==> config.mk <==
export PLATFORM = sky130hd
export DESIGN_NAME = touch_scan_sequencer
export DESIGN_NICKNAME = d
export VERILOG_FILES = /design/src/rtl/touch_scan_sequencer.sv
export SDC_FILE = /design/constraint.sdc
export NUM_CORES = 1
export LEC_CHECK = 0
export BUFFER_PORTS_ARGS = -buffer_cell sky130_fd_sc_hd__buf_4
export CAP_MARGIN = 20
export CORE_ASPECT_RATIO = 0.7
export CORE_MARGIN = 2
export CORE_UTILIZATION = 55
export DETAILED_ROUTE_END_ITERATION = 10
export GPL_TIMING_DRIVEN = 0
export PLACE_DENSITY = 0.76
export SYNTH_ARGS = -nofsm -noshare
export SYNTH_HDL_FRONTEND = slang
export SYNTH_SLANG_ARGS = --single-unit
==> constraint.sdc <==
create_clock -name clk -period 4.6 [get_ports clk]
set_input_delay 0.23 -clock clk [delete_from_list [all_inputs] [get_ports clk]]
set_output_delay 0.23 -clock clk [all_outputs]
set_load 0.01 [all_outputs]
==> src/rtl/touch_scan_sequencer.sv <==
// Touch scan sequencer: drives N oversampled conversions through the touch SPI master,
// averages each channel and publishes all channels together with a one-cycle strobe.
module touch_scan_sequencer #(
  parameter int          CLK_FREQ_MHZ = 1,
  parameter int          NUM_CH       = 2,
  parameter logic [31:0] CH_CMDS      = 32'h0F0D0B09,
  parameter int          OVERSAMPLE   = 4,
  parameter int          DATA_W       = 12,
  parameter int          SETTLE_US    = 50,
  parameter int          TIMEOUT_US   = 150000,
  parameter int          HOLDOFF_US   = 150000
) (
  input  logic                     clk,
  input  logic                     rst,
  input  logic                     t_irq,
  input  logic                     spi_busy,
  input  logic                     spi_valid,
  input  logic [15:0]              spi_data,
  output logic                     spi_en,
  output logic [7:0]               spi_cmd,
  output logic [NUM_CH*DATA_W-1:0] ch_data,
  output logic                     new_data,
  output logic                     timeout_err,
  output logic                     pen_down,
  output logic                     scanning
);

  localparam int SHIFT = $clog2(OVERSAMPLE);
  localparam int ACC_W = DATA_W + SHIFT;
  localparam int N_W   = (OVERSAMPLE > 1) ? SHIFT : 1;
  localparam int CH_W  = (NUM_CH > 1) ? $clog2(NUM_CH) : 1;

  localparam logic [N_W-1:0]  N_LAST      = N_W'(OVERSAMPLE - 1);
  localparam logic [CH_W-1:0] CH_LAST     = CH_W'(NUM_CH - 1);
  localparam logic [23:0]     SETTLE_CYC  = 24'(SETTLE_US * CLK_FREQ_MHZ);
  localparam logic [23:0]     TIMEOUT_CYC = 24'(TIMEOUT_US * CLK_FREQ_MHZ);
  localparam logic [23:0]     HOLDOFF_CYC = 24'(HOLDOFF_US * CLK_FREQ_MHZ);

  typedef enum logic [2:0] {
    S_IDLE    = 3'd0,
    S_ISSUE   = 3'd1,
    S_WAIT    = 3'd2,
    S_SETTLE  = 3'd3,
    S_PUBLISH = 3'd4,
    S_HOLDOFF = 3'd5
  } state_t;

  state_t                     r_state, w_next;
  logic [1:0]                 r_sync;
  logic [23:0]                r_timer, w_timer_val;
  logic                       w_timer_load;
  logic [ACC_W-1:0]           r_acc, w_sum;
  logic [N_W-1:0]             r_n;
  logic [CH_W-1:0]            r_ch;
  logic [NUM_CH*DATA_W-1:0]   r_staging, r_ch_data;
  logic                       r_new_data;
  logic [DATA_W-1:0]          w_sample;
  logic                       w_last_n, w_last_ch, w_timer_done;

  // Idle level of the synchroniser is pen-up, so pen_down reads 0 out of reset.
  always_ff @(posedge clk) begin
    if (rst) r_sync <= 2'b11;
    else     r_sync <= {r_sync[0], t_irq};
  end

  assign pen_down     = ~r_sync[1];
  assign w_sample     = spi_data[15 -: DATA_W];
  assign w_sum        = r_acc + ACC_W'(w_sample);
  assign w_last_n     = (r_n == N_LAST);
  assign w_last_ch    = (r_ch == CH_LAST);
  assign w_timer_done = (r_timer <= 24'd1);

  generate
    if (DATA_W < 16) begin : g_unused
      logic w_unused_lsbs;
      assign w_unused_lsbs = ^spi_data[15-DATA_W:0];
    end
  endgenerate

  // NOTE: every signal written here gets a default first so no latch is inferred.
  always_comb begin
    w_next       = r_state;
    w_timer_load = 1'b0;
    w_timer_val  = '0;
    spi_en       = 1'b0;
    spi_cmd      = '0;
    timeout_err  = 1'b0;
    case (r_state)
      S_IDLE:    if (pen_down && !spi_busy) w_next = S_ISSUE;
      S_ISSUE: begin
        spi_cmd = CH_CMDS[8*int'(r_ch) +: 8];
        if (!spi_busy) begin
          spi_en       = 1'b1;
          w_timer_load = 1'b1;
          w_timer_val  = TIMEOUT_CYC;
          w_next       = S_WAIT;
        end
      end
      S_WAIT: begin
        // pen_down is deliberately ignored here: PENIRQ glitches while converting.
        if (spi_valid) begin
          if (w_last_n && w_last_ch) begin
            w_next = S_PUBLISH;
          end else begin
            w_next       = S_SETTLE;
            w_timer_load = 1'b1;
            w_timer_val  = SETTLE_CYC;
          end
        end else if (w_timer_done) begin
          timeout_err  = 1'b1;
          w_next       = S_HOLDOFF;
          w_timer_load = 1'b1;
          w_timer_val  = HOLDOFF_CYC;
        end
      end
      S_SETTLE: begin
        if (!pen_down)                    w_next = S_IDLE;
        else if (w_timer_done && !spi_busy) w_next = S_ISSUE;
      end
      S_PUBLISH: begin
        w_next       = S_HOLDOFF;
        w_timer_load = 1'b1;
        w_timer_val  = HOLDOFF_CYC;
      end
      S_HOLDOFF: if (w_timer_done) w_next = S_IDLE;
      default:   w_next = S_IDLE;
    endcase
  end

  // NOTE: sequential state uses non-blocking assignments so every register samples pre-edge values.
  always_ff @(posedge clk) begin
    if (rst) begin
      r_state    <= S_IDLE;
      r_timer    <= '0;
      r_acc      <= '0;
      r_n        <= '0;
      r_ch       <= '0;
      // NOTE: the staging bank is reset too, so an aborted scan can never leak into ch_data.
      r_staging  <= '0;
      r_ch_data  <= '0;
      r_new_data <= 1'b0;
    end else begin
      r_state    <= w_next;
      r_new_data <= (r_state == S_PUBLISH);
      if (w_timer_load)       r_timer <= w_timer_val;
      else if (r_timer != '0) r_timer <= r_timer - 24'd1;

      case (r_state)
        S_IDLE: begin
          r_acc <= '0;
          r_n   <= '0;
          r_ch  <= '0;
        end
        S_WAIT: begin
          if (spi_valid) begin
            if (w_last_n) begin
              r_staging[DATA_W*int'(r_ch) +: DATA_W] <= DATA_W'(w_sum >> SHIFT);
              r_acc <= '0;
              r_n   <= '0;
              r_ch  <= r_ch + CH_W'(1);
            end else begin
              r_acc <= w_sum;
              r_n   <= r_n + N_W'(1);
            end
          end else if (w_timer_done) begin
            r_staging <= '0;
          end
        end
        S_PUBLISH: r_ch_data <= r_staging;
        default: ;
      endcase
    end
  end

  // new_data is registered so it rises on the same edge that loads ch_data.
  assign ch_data  = r_ch_data;
  assign new_data = r_new_data;
  assign scanning = (r_state == S_ISSUE) || (r_state == S_WAIT) || (r_state == S_SETTLE);

endmodule

# Word level (Yosys, flattened, before mapping)
# Index checks and enable logic that the tools add are counted.
[totals]
reg_bits = 95
output_inout_bits = 37
[classes]
addsub = 5
multipliers = 1
order_cmp = 1
n_eq_ne = 14
shifts = 3
mux = 38
n_bitwise = 1
reduce_logical = 15
[ops]
columns = ["operator", "n"]
rows = [
  ["2-to-1 mux 24 bit", 6],
  ["case mux 24 bit (3 select lines)", 1],
  ["2-to-1 mux 18 bit", 2],
  ["negator 5 -> 33 bit", 1],
  ["variable shift 12 x 33 -> 24 bit (first input constant)", 1],
  ["indexed part select 12 x 33 -> 24 bit", 1],
  ["indexed part select 32 x 5 -> 8 bit (first input constant)", 1],
  ["2-to-1 mux 14 bit", 2],
  ["case mux 14 bit (2 select lines)", 1],
  ["bitwise mux 24 bit", 1],
  ["<= comparator 24 x 1 -> 1 bit (second input constant)", 1],
  ["2-to-1 mux 3 bit", 8],
  ["nonzero test 24 bit", 1],
  ["subtractor 24 x 1 -> 24 bit (second input constant)", 1],
  ["case mux 3 bit (6 select lines)", 1],
  ["adder 14 x 12 -> 14 bit", 1],
  ["!= test 2 bit (second input constant)", 5],
  ["2-to-1 mux 1 bit", 9],
  ["2-to-1 mux 8 bit", 1],
  ["equality test 3 x 2 -> 1 bit (second input constant)", 2],
  ["equality test 3 bit (second input constant)", 2],
  ["2-to-1 mux 6 bit", 1],
  ["!= test 3 bit (second input constant)", 2],
  ["AND reduction 3 bit", 2],
  ["other kinds (18)", 24],
]

# Longest topological paths before layout
# Gate-level depths: netlist of the first run.
[depth]
word_depth = 6
ltp_mapped = 9
ltp_nobuf = 9

# Worst setup path before layout of the first run
# No wires, ideal clock.
[synth_path]
kind = "register to register"
startpoint = "register r_acc[0]"
endpoint = "register r_acc[12]"
arrival_time_ps = 2116
slack_ps = 2423
stages_incl_launch_ff = 9
synth_period_minus_slack_ps = 2177
cell_sequence = "dfxtp_1 > ha_1 > inv_1 > fa_1 > nor2b_1 > o31a_1 > o21ai_0 > o311ai_0 > a22o_1"
[synth_via]
elab_chain_len = 4
[synth_rtl]
columns = ["element", "line_no", "source"]
rows = [
  ["start: declaration", "52", "logic [ACC_W-1:0] r_acc, w_sum;"],
  ["start signal: assignment", "162", "r_acc <= w_sum;"],
  ["adder 14 x 12 -> 14 bit", "68", "assign w_sum = r_acc + ACC_W'(w_sample);"],
  ["2-to-1 mux 14 bit", "156", "if (w_last_n) begin"],
  ["2-to-1 mux 14 bit", "155", "if (spi_valid) begin"],
  ["case mux 14 bit (2 select lines)", "148", "case (r_state)"],
]
# No other way between the ends. The select of a mux whose other input is x is not followed.
# A chain may end at the register's enable or synchronous reset.

# Worst setup path after layout of the first run
# Ends and elaborated chain as after synthesis.

==> results.md, run 1 <==
- Synth cell types: 61
- WP data arrival: 3.17 ns
- Final Setup Violations: 0
- Classification of the worst setup path: flop to flop
- Sw Pwr: 934 uW
- Vias in the first global route: 3,688
- Sort of element at the end of the critical path: flop
- Peak supply drop: 0.000256 V
- Final Slew Violations: 0
- Flop2flop setup slack: 1.72 ns
- Io pins: 58
- Fraction of registers with async set/reset: 0%
- Row cnt: 27
- CP required: 4.89 ns
- Remaining DRCs: 5
- Port bufs: 47
- Fin area: 5350 um2
- N_diodes: 0
- Commonest cells after routing, fill and taps aside: dfxtp_1 (95), nand2_1 (74), buf_4 (55)
- EDFF count, synth: 0
- Final Critical Period: 2.88 ns
- Nets: 633
- Layout Utilization: 67.2%
- Syn Inst Count: 532
- Die X: 113 um
- Initial DRC Count: 305
- Clock Tree Buf Depth: 2
- Total CTS buffers: 9
- Post_cts resized: 0
- Fraction of layout cells with a size suffix above 1: 16.0%
- Comb power frac: 33.7%
- Synth-to-Final Area Change: 16.8%
- Yosys reg bits: 95
- Routed vias: 4,011
- Slew headroom: 37.1%
- Gpl congestion: 0.898
- RR Startpoint: r_acc[0]
- Unrepaired setup endpoints after global routing: no
- Routed len/inst: 16.0 um
- Clk pin slew, worst setup/hold paths: 0.07 ns
- Die ar.: 9090 um2
- Final WL: 11,200 um
- Number of max-cap violations: 0
- Post-DRT Antenna Nets: 0
- CTS root buffer: clkbuf_16
- Commonest non-fill, non-tap cell in the layout: dfxtp_1
- Initial Util: 57.5%
- Period utilization: 62.6%
- Worst-margin pin slew: 0.931 ns
- Synthesized cell area: 4580 um2
- FILL cells: 695
- Setup TNS: 0 ns
- Post-synthesis cell type with the largest combined area: dfxtp_1
- Dominant synthesized flop cell: dfxtp_1
- Max Freq: 0.347 GHz
- Cts hold-fix bufs: 0
- Reg2reg path depth: 8
- Die height: 80.4 um
- Number of H-tree levels: 3
- Reg power frac: 39.2%
- Clock power frac: 27.1%
- PwrDens: 481 nW/um2
- Initial antenna violation count: 0
- Largest net degree at the start of global routing: 17
- DR pass1 iterations: 7
- Layout Skew: 0.00791 ns
- Post-synth top area share: 41.5%
- Post-CTS setup buffers: 0
- Syn. warnings: 0
- Seq/Total Area, Yosys: 41.5%
- Critical R2R Capture: r_acc[12]
- GR Util All Layers: 25.4%
- CP startpoint kind: flop
- P_int: 1.64 mW
- Worst setup startpoint: r_acc[0]
- Area contributors post-synth: dfxtp_1 (41%), nand2_1 (6.1%), a21oi_1 (5.8%)
- Pleak: 2.14 nW
- Sw Ratio: 36.3%
- Final Hold Vio Count: 0
- CTS tree: built
- Failing checks: DRC
- Worst Path Max Fanout: 5
- CP endpoint: r_acc[12]
- Placed Area: 5080 um2
- Outcome: finished, violations left
- Dpl hpwl: 8410 um
- Clk Latency, worst-skew pair: 0.35 ns
- Grt total ovfl: 0
- Sink Count: 95
- Core Region: 7970 um2
- First-pass GRT wire length: 18,200 um
- Via density: 5.72
- Avg Inst Size Synth: 8.61 um2
- HP Class: input port to flop
==> registers in the layout, indices dropped and copies added, names as in the netlist <==
register   flops
r_n            2
r_acc         14
r_sync         2
r_staging     24
ch_data       24
r_ch           1
r_state        3
new_data       1
r_timer       24
==> power by group through the flow <==
stage / Clock [mW] / Combinational [mW] / Sequential, mW
floorplan: 0 / 0.674 / 0.999
finish: 0.700 / 0.868 / 1.01
CTS: 0.706 / 0.853 / 1.01
global route: 0.739 / 0.959 / 1.02
global placement: 0 / 0.818 / 1.02
detailed placement: 0 / 0.843 / 1.02
==> cells by family (layout without fill, tap and decap cells) <==
| family | count (synthesis) | in the layout | share of synthesized area [%] |
|---|---|---|---|
| compound gates | 138 | 138 | 21.0 |
| other cells | 1 | 5 | 0.0818 |
| xor+xnor | 29 | 29 | 5.54 |
| simple gates | 199 | 199 | 20.9 |
| buf+inv | 49 | 113 | 5.30 |
| mux | 4 | 4 | 0.874 |
| flops | 95 | 95 | 41.5 |
| fa+ha+maj | 17 | 17 | 4.80 |
==> per-layer routing <==
layer | share of wire (%) | wire length (um) | track usage (%)
met1 | 52 | 5820 | 37.5
met2 | 42 | 4670 | 38.0
met3 | 5.7 | 642 | 5.28
met4 | 0.89 | 100 | 5.61
met5 | 0 | 0 | 0
==> how the worst min path moves through the flow <==
stage / start / to / slack (ns) / depth (start not counted)
finish: t_irq / r_sync[0] / 0.07 / 2
detailed placement: r_sync[0] / r_sync[1] / 0.40 / 1
global route: t_irq / r_sync[0] / 0.07 / 2
CTS: t_irq / r_sync[0] / 0.07 / 2
global placement: r_sync[0] / r_sync[1] / 0.40 / 1
floorplan: t_irq / r_sync[0] / 0.33 / 1
==> synthesized netlist by cell type (4+ instances only) <==
| library cell | count |
|---|---|
| a22o_1 | 28 |
| buf_4 | 8 |
| nor2_1 | 54 |
| inv_1 | 14 |
| nand2b_1 | 4 |
| nand3_1 | 7 |
| buf_2 | 5 |
| ha_1 | 16 |
| nor3_1 | 14 |
| xnor2_1 | 24 |
| o21ai_0 | 11 |
| or2_2 | 5 |
| a22oi_1 | 8 |
| nand2_1 | 74 |
| clkbuf_1 | 19 |
| a21o_1 | 4 |
| xor2_1 | 5 |
| nor2b_1 | 8 |
| or3_1 | 4 |
| a21oi_1 | 53 |
| dfxtp_1 | 95 |
| nor4_1 | 4 |
| mux2i_1 | 4 |
| a2111oi_2 | 5 |
==> per-stage QoR <==
step           hold WS [ns]  worst slack [ns]  cells  total power [mW]
6_report             0.0714              1.72    701              2.58
3_3_place_gp          0.396              1.90    684              1.84
4_1_cts              0.0688              1.77    700              2.57
3_5_place_dp          0.401              1.78    684              1.87
5_1_grt              0.0739              1.54    701              2.72
2_1_floorplan         0.334              2.42    536              1.67
==> worst max-delay path, stage by stage, from the launching register on <==
cell      delay, ns
dfxtp_1        0.33
ha_1           0.20
inv_1          0.07
fa_1           0.41
nor2b_1        0.19
o31a_1         0.20
o21ai_0        0.28
o311ai_0       0.90
a22o_1         0.27
==> cell type report <==
class                      instances  area, um2  area share, %
timing repair buffer              48        358           6.68
clock inverter                     5       38.8          0.724
tap                              101        126           2.36
sequential                        95       1900           35.5
buffer                            35        190           3.55
inverter                          14       52.6          0.982
multi-input combinational        392       2450           45.8
clock buffer                      11        233           4.35
Note: power is estimated with default switching activity, not from simulation.
==> inputs of run 2 (changes only) <==
--- a/config.mk
+++ b/config.mk
@@ -9,7 +9,7 @@
 export CAP_MARGIN = 20
 export CORE_ASPECT_RATIO = 0.7
 export CORE_MARGIN = 2
-export CORE_UTILIZATION = 55
+export CORE_UTILIZATION = 52
 export DETAILED_ROUTE_END_ITERATION = 10
 export GPL_TIMING_DRIVEN = 0
 export PLACE_DENSITY = 0.76
==> constraint.sdc (replaced) <==
create_clock -name clk -period 2.3 [get_ports clk]
set_input_delay 0.115 -clock clk [delete_from_list [all_inputs] [get_ports clk]]
set_output_delay 0.115 -clock clk [all_outputs]
set_load 0.01 [all_outputs]
==> run 2 against run 1 <==
  * Register-to-register slack got worse by 1.7 ns
  * Maximum frequency increased by 28%
  * The run now ends clean
  * Flip-flop and latch count unchanged
  * Die area increased by 5.5%
  * Total power increased by 120%
  * Non-clock buffer count increased by 15
  * Critical path type unchanged
  * Final area increased by 6.0%
==> results.md, run 2 (synthesis results as in run 1) <==
- Nets: 648 (was 633)
- Layout Skew: 0.0101 ns (was 0.00791 ns)
- Reg area: 1910 um2 (was 1900 um2)
- FILL cells: 716 (was 695)
- Port bufs: 47 (unchanged)
- Hold Path End: r_acc[0] (was r_sync[0])
- Period utilization: 97.7% (was 62.6%)
- Row cnt: 28 (was 27)
- WP data arrival: 2.49 ns (was 3.17 ns)
- Remaining DRCs: 0 (was 5)
- Initial antenna violation count: 0 (unchanged)
- Final Slew Violations: 0 (unchanged)
- Worst path max stage delay: 0.34 ns (was 0.90 ns)
- GR Util All Layers: 24.3% (was 25.4%)
- Via density: 5.70 (was 5.72)
- Sw Pwr: 2.03 mW (was 934 uW)
- Core Region: 8510 um2 (was 7970 um2)
- Hold Crit Start: spi_data[4] (was t_irq)
- Footprint of the multi-input gates: 2580 um2 (was 2450 um2)
- Flop2flop setup slack: 0.05 ns (was 1.72 ns)
- Max Freq: 0.445 GHz (was 0.347 GHz)
- Clock Tree Buf Depth: 2 (unchanged)
- PwrDens: 985 nW/um2 (was 481 nW/um2)
- Io pins: 58 (unchanged)
- CP startpoint kind: flop (unchanged)
- Placed Area: 5110 um2 (was 5080 um2)
- Pleak: 2.28 nW (was 2.14 nW)
- RR Startpoint: r_acc[2] (was r_acc[0])
- Classification of the worst setup path: flop to flop (unchanged)
- CTS root buffer: clkbuf_16 (unchanged)
- Synth-to-Final Area Change: 23.9% (was 16.8%)
- CP max-delay cell: ha_1 (was o311ai_0)
- Placement Setup Slack: -0.522 ns (was 1.78 ns)
- Clock power frac: 26.6% (was 27.1%)
- Die ar.: 9590 um2 (was 9090 um2)
- Number of max-cap violations: 0 (unchanged)
- Sort of element at the end of the critical path: flop (unchanged)
- Crit-path cells: ha_1 -> o21ai_0 -> o211ai_1 -> buf_4 -> a311oi_2 -> o41ai_2 -> buf_4 -> xor2_2 -> a22o_1 (was ha_1 -> inv_1 -> fa_1 -> nor2b_1 -> o31a_1 -> o21ai_0 -> o311ai_0 -> a22o_1)
- DR pass1 iterations: 5 (was 7)
- Worst-margin pin slew: 0.721 ns (was 0.931 ns)
- CP required: 2.54 ns (was 4.89 ns)
- Final WL: 11,700 um (was 11,200 um)
- Setup TNS: 0 ns (unchanged)
- Worst Path Max Fanout: 4 (was 5)
- Grt total ovfl: 0 (unchanged)
- Commonest non-fill, non-tap cell in the layout: dfxtp_1 (unchanged)
- N_diodes: 0 (unchanged)
- Reg2reg path depth: 9 (was 8)
- Peak supply drop: 0.000556 V (was 0.000256 V)
- Number of H-tree levels: 3 (unchanged)
- Sink Count: 95 (unchanged)
- Final Setup Violations: 0 (unchanged)
- Outcome: completed (was finished, violations left)
- Final Hold Vio Count: 0 (unchanged)
- First-pass GRT wire length: 18,000 um (was 18,200 um)
- Die height: 82.5 um (was 80.4 um)
- Final worst-path setup slack: 0.0533 ns (was 1.72 ns)
- CP most frequent cell: buf_4
- Hold depth: 4 (was 2)
- Die X: 116 um (was 113 um)
- Final Critical Period: 2.25 ns (was 2.88 ns)
- Routed vias: 4,192 (was 4,011)
- Fraction of layout cells with a size suffix above 1: 21.6% (was 16.0%)
- Total CTS buffers: 9 (unchanged)
- Post-DRT Antenna Nets: 0 (unchanged)
- Initial Util: 53.8% (was 57.5%)
- Fin area: 5680 um2 (was 5350 um2)
- Comb power frac: 36.8% (was 33.7%)
- P_int: 3.56 mW (was 1.64 mW)
- Commonest cells after routing, fill and taps aside: dfxtp_1 (92), nand2_1 (73), buf_4 (65) (was dfxtp_1 (95), nand2_1 (74), buf_4 (55))
- Critical R2R Capture: r_staging[11] (was r_acc[12])
- Layout Utilization: 66.7% (was 67.2%)
- Vias in the first global route: 3,594 (was 3,688)
- Dpl hpwl: 8180 um (was 8410 um)
- HP Class: input port to flop (unchanged)
- Reg power frac: 36.6% (was 39.2%)
- Gpl congestion: 0.877 (was 0.898)
- Clk pin slew, worst setup/hold paths: 0.07 ns (about the same)
- Sw Ratio: 36.3% (about the same)
- Clk Latency, worst-skew pair: 0.35 ns (about the same)
- Slew headroom: 51.5% (was 37.1%)
- CTS tree: built (unchanged)
- Initial DRC Count: 373 (was 305)
- Largest net degree at the start of global routing: 19 (was 17)
- Routed len/inst: 15.9 um (was 16.0 um)
==> run 2: layout make-up <==
| cell class | count | share of cell area (%) |
|---|---|---|
| clock inverter | 6 | 0.992 |
| clock buffer | 10 | 4.21 |
| buffer | 35 | 3.59 |
| tap | 120 | 2.64 |
| inverter | 14 | 0.926 |
| sequential | 95 | 33.6 |
| multi-input combinational | 392 | 45.4 |
| timing repair buffer | 63 | 8.62 |
==> run 2: worst max path at each step <==
stage	startpoint	to	slack, ns	cells past startpoint
CTS	r_state[0]	r_timer[15]	0.0006	7
finish	r_acc[2]	r_staging[11]	0.05	9
detailed placement	r_acc[0]	r_acc[12]	-0.52	8
global route	r_timer[2]	r_staging[21]	-0.04	7
global placement	r_acc[0]	r_acc[12]	-0.35	8
floorplan	r_acc[0]	r_acc[12]	0.12	8
==> run 2: power by group through the flow <==
stage | clock network [mW] | registers, mW | logic (mW)
6_report | 1.49 | 2.05 | 2.06
5_1_grt | 1.58 | 2.07 | 2.22
4_1_cts | 1.50 | 2.01 | 1.70
3_5_place_dp | 0 | 2.04 | 1.67
3_3_place_gp | 0 | 2.03 | 1.63
2_1_floorplan | 0 | 2.00 | 1.35
==> run 2: what timing repair did <==
action / 4_1_cts / 5_1_grt
endpoints found under the hold margin: 1 / 0
endpoints found under the setup margin: 38 / 60
hold buffers: 1 / 0
pin swaps: 2 / 16
gates resized for setup: 8 / 29
buffers inserted: 0 / 14
==> run 2: layer usage <==
| metal | wire length [um] | vias to the layer above | global-route usage [%] | part of all wire, % |
|---|---|---|---|---|
| li1 | - | 2032 | - | - |
| met1 | 5660 | 1981 | 37.1 | 48 |
| met2 | 4990 | 165 | 34.9 | 43 |
| met3 | 929 | 14 | 5.40 | 7.9 |
| met4 | 112 | 0 | 5.00 | 0.96 |
| met5 | 0 | - | 0 | 0 |
==> run 2: critical path, delay by kind of cell (launching register included) <==
| kind | cells | cell delay [ns] |
|---|---|---|
| flops | 1 | 0.33 |
| fa+ha+maj | 1 | 0.34 |
| xor+xnor | 1 | 0.15 |
| buf+inv | 2 | 0.34 |
| compound gates | 5 | 0.99 |
==> run 2: per-stage QoR <==
stage               total power [mW]  cells  hold slack [ns]
floorplan                       3.35    536            0.219
global route                    5.87    735            0.181
finish                          5.59    735            0.158
global placement                3.66    703            0.301
detailed placement              3.71    704            0.310
CTS                             5.21    721            0.147
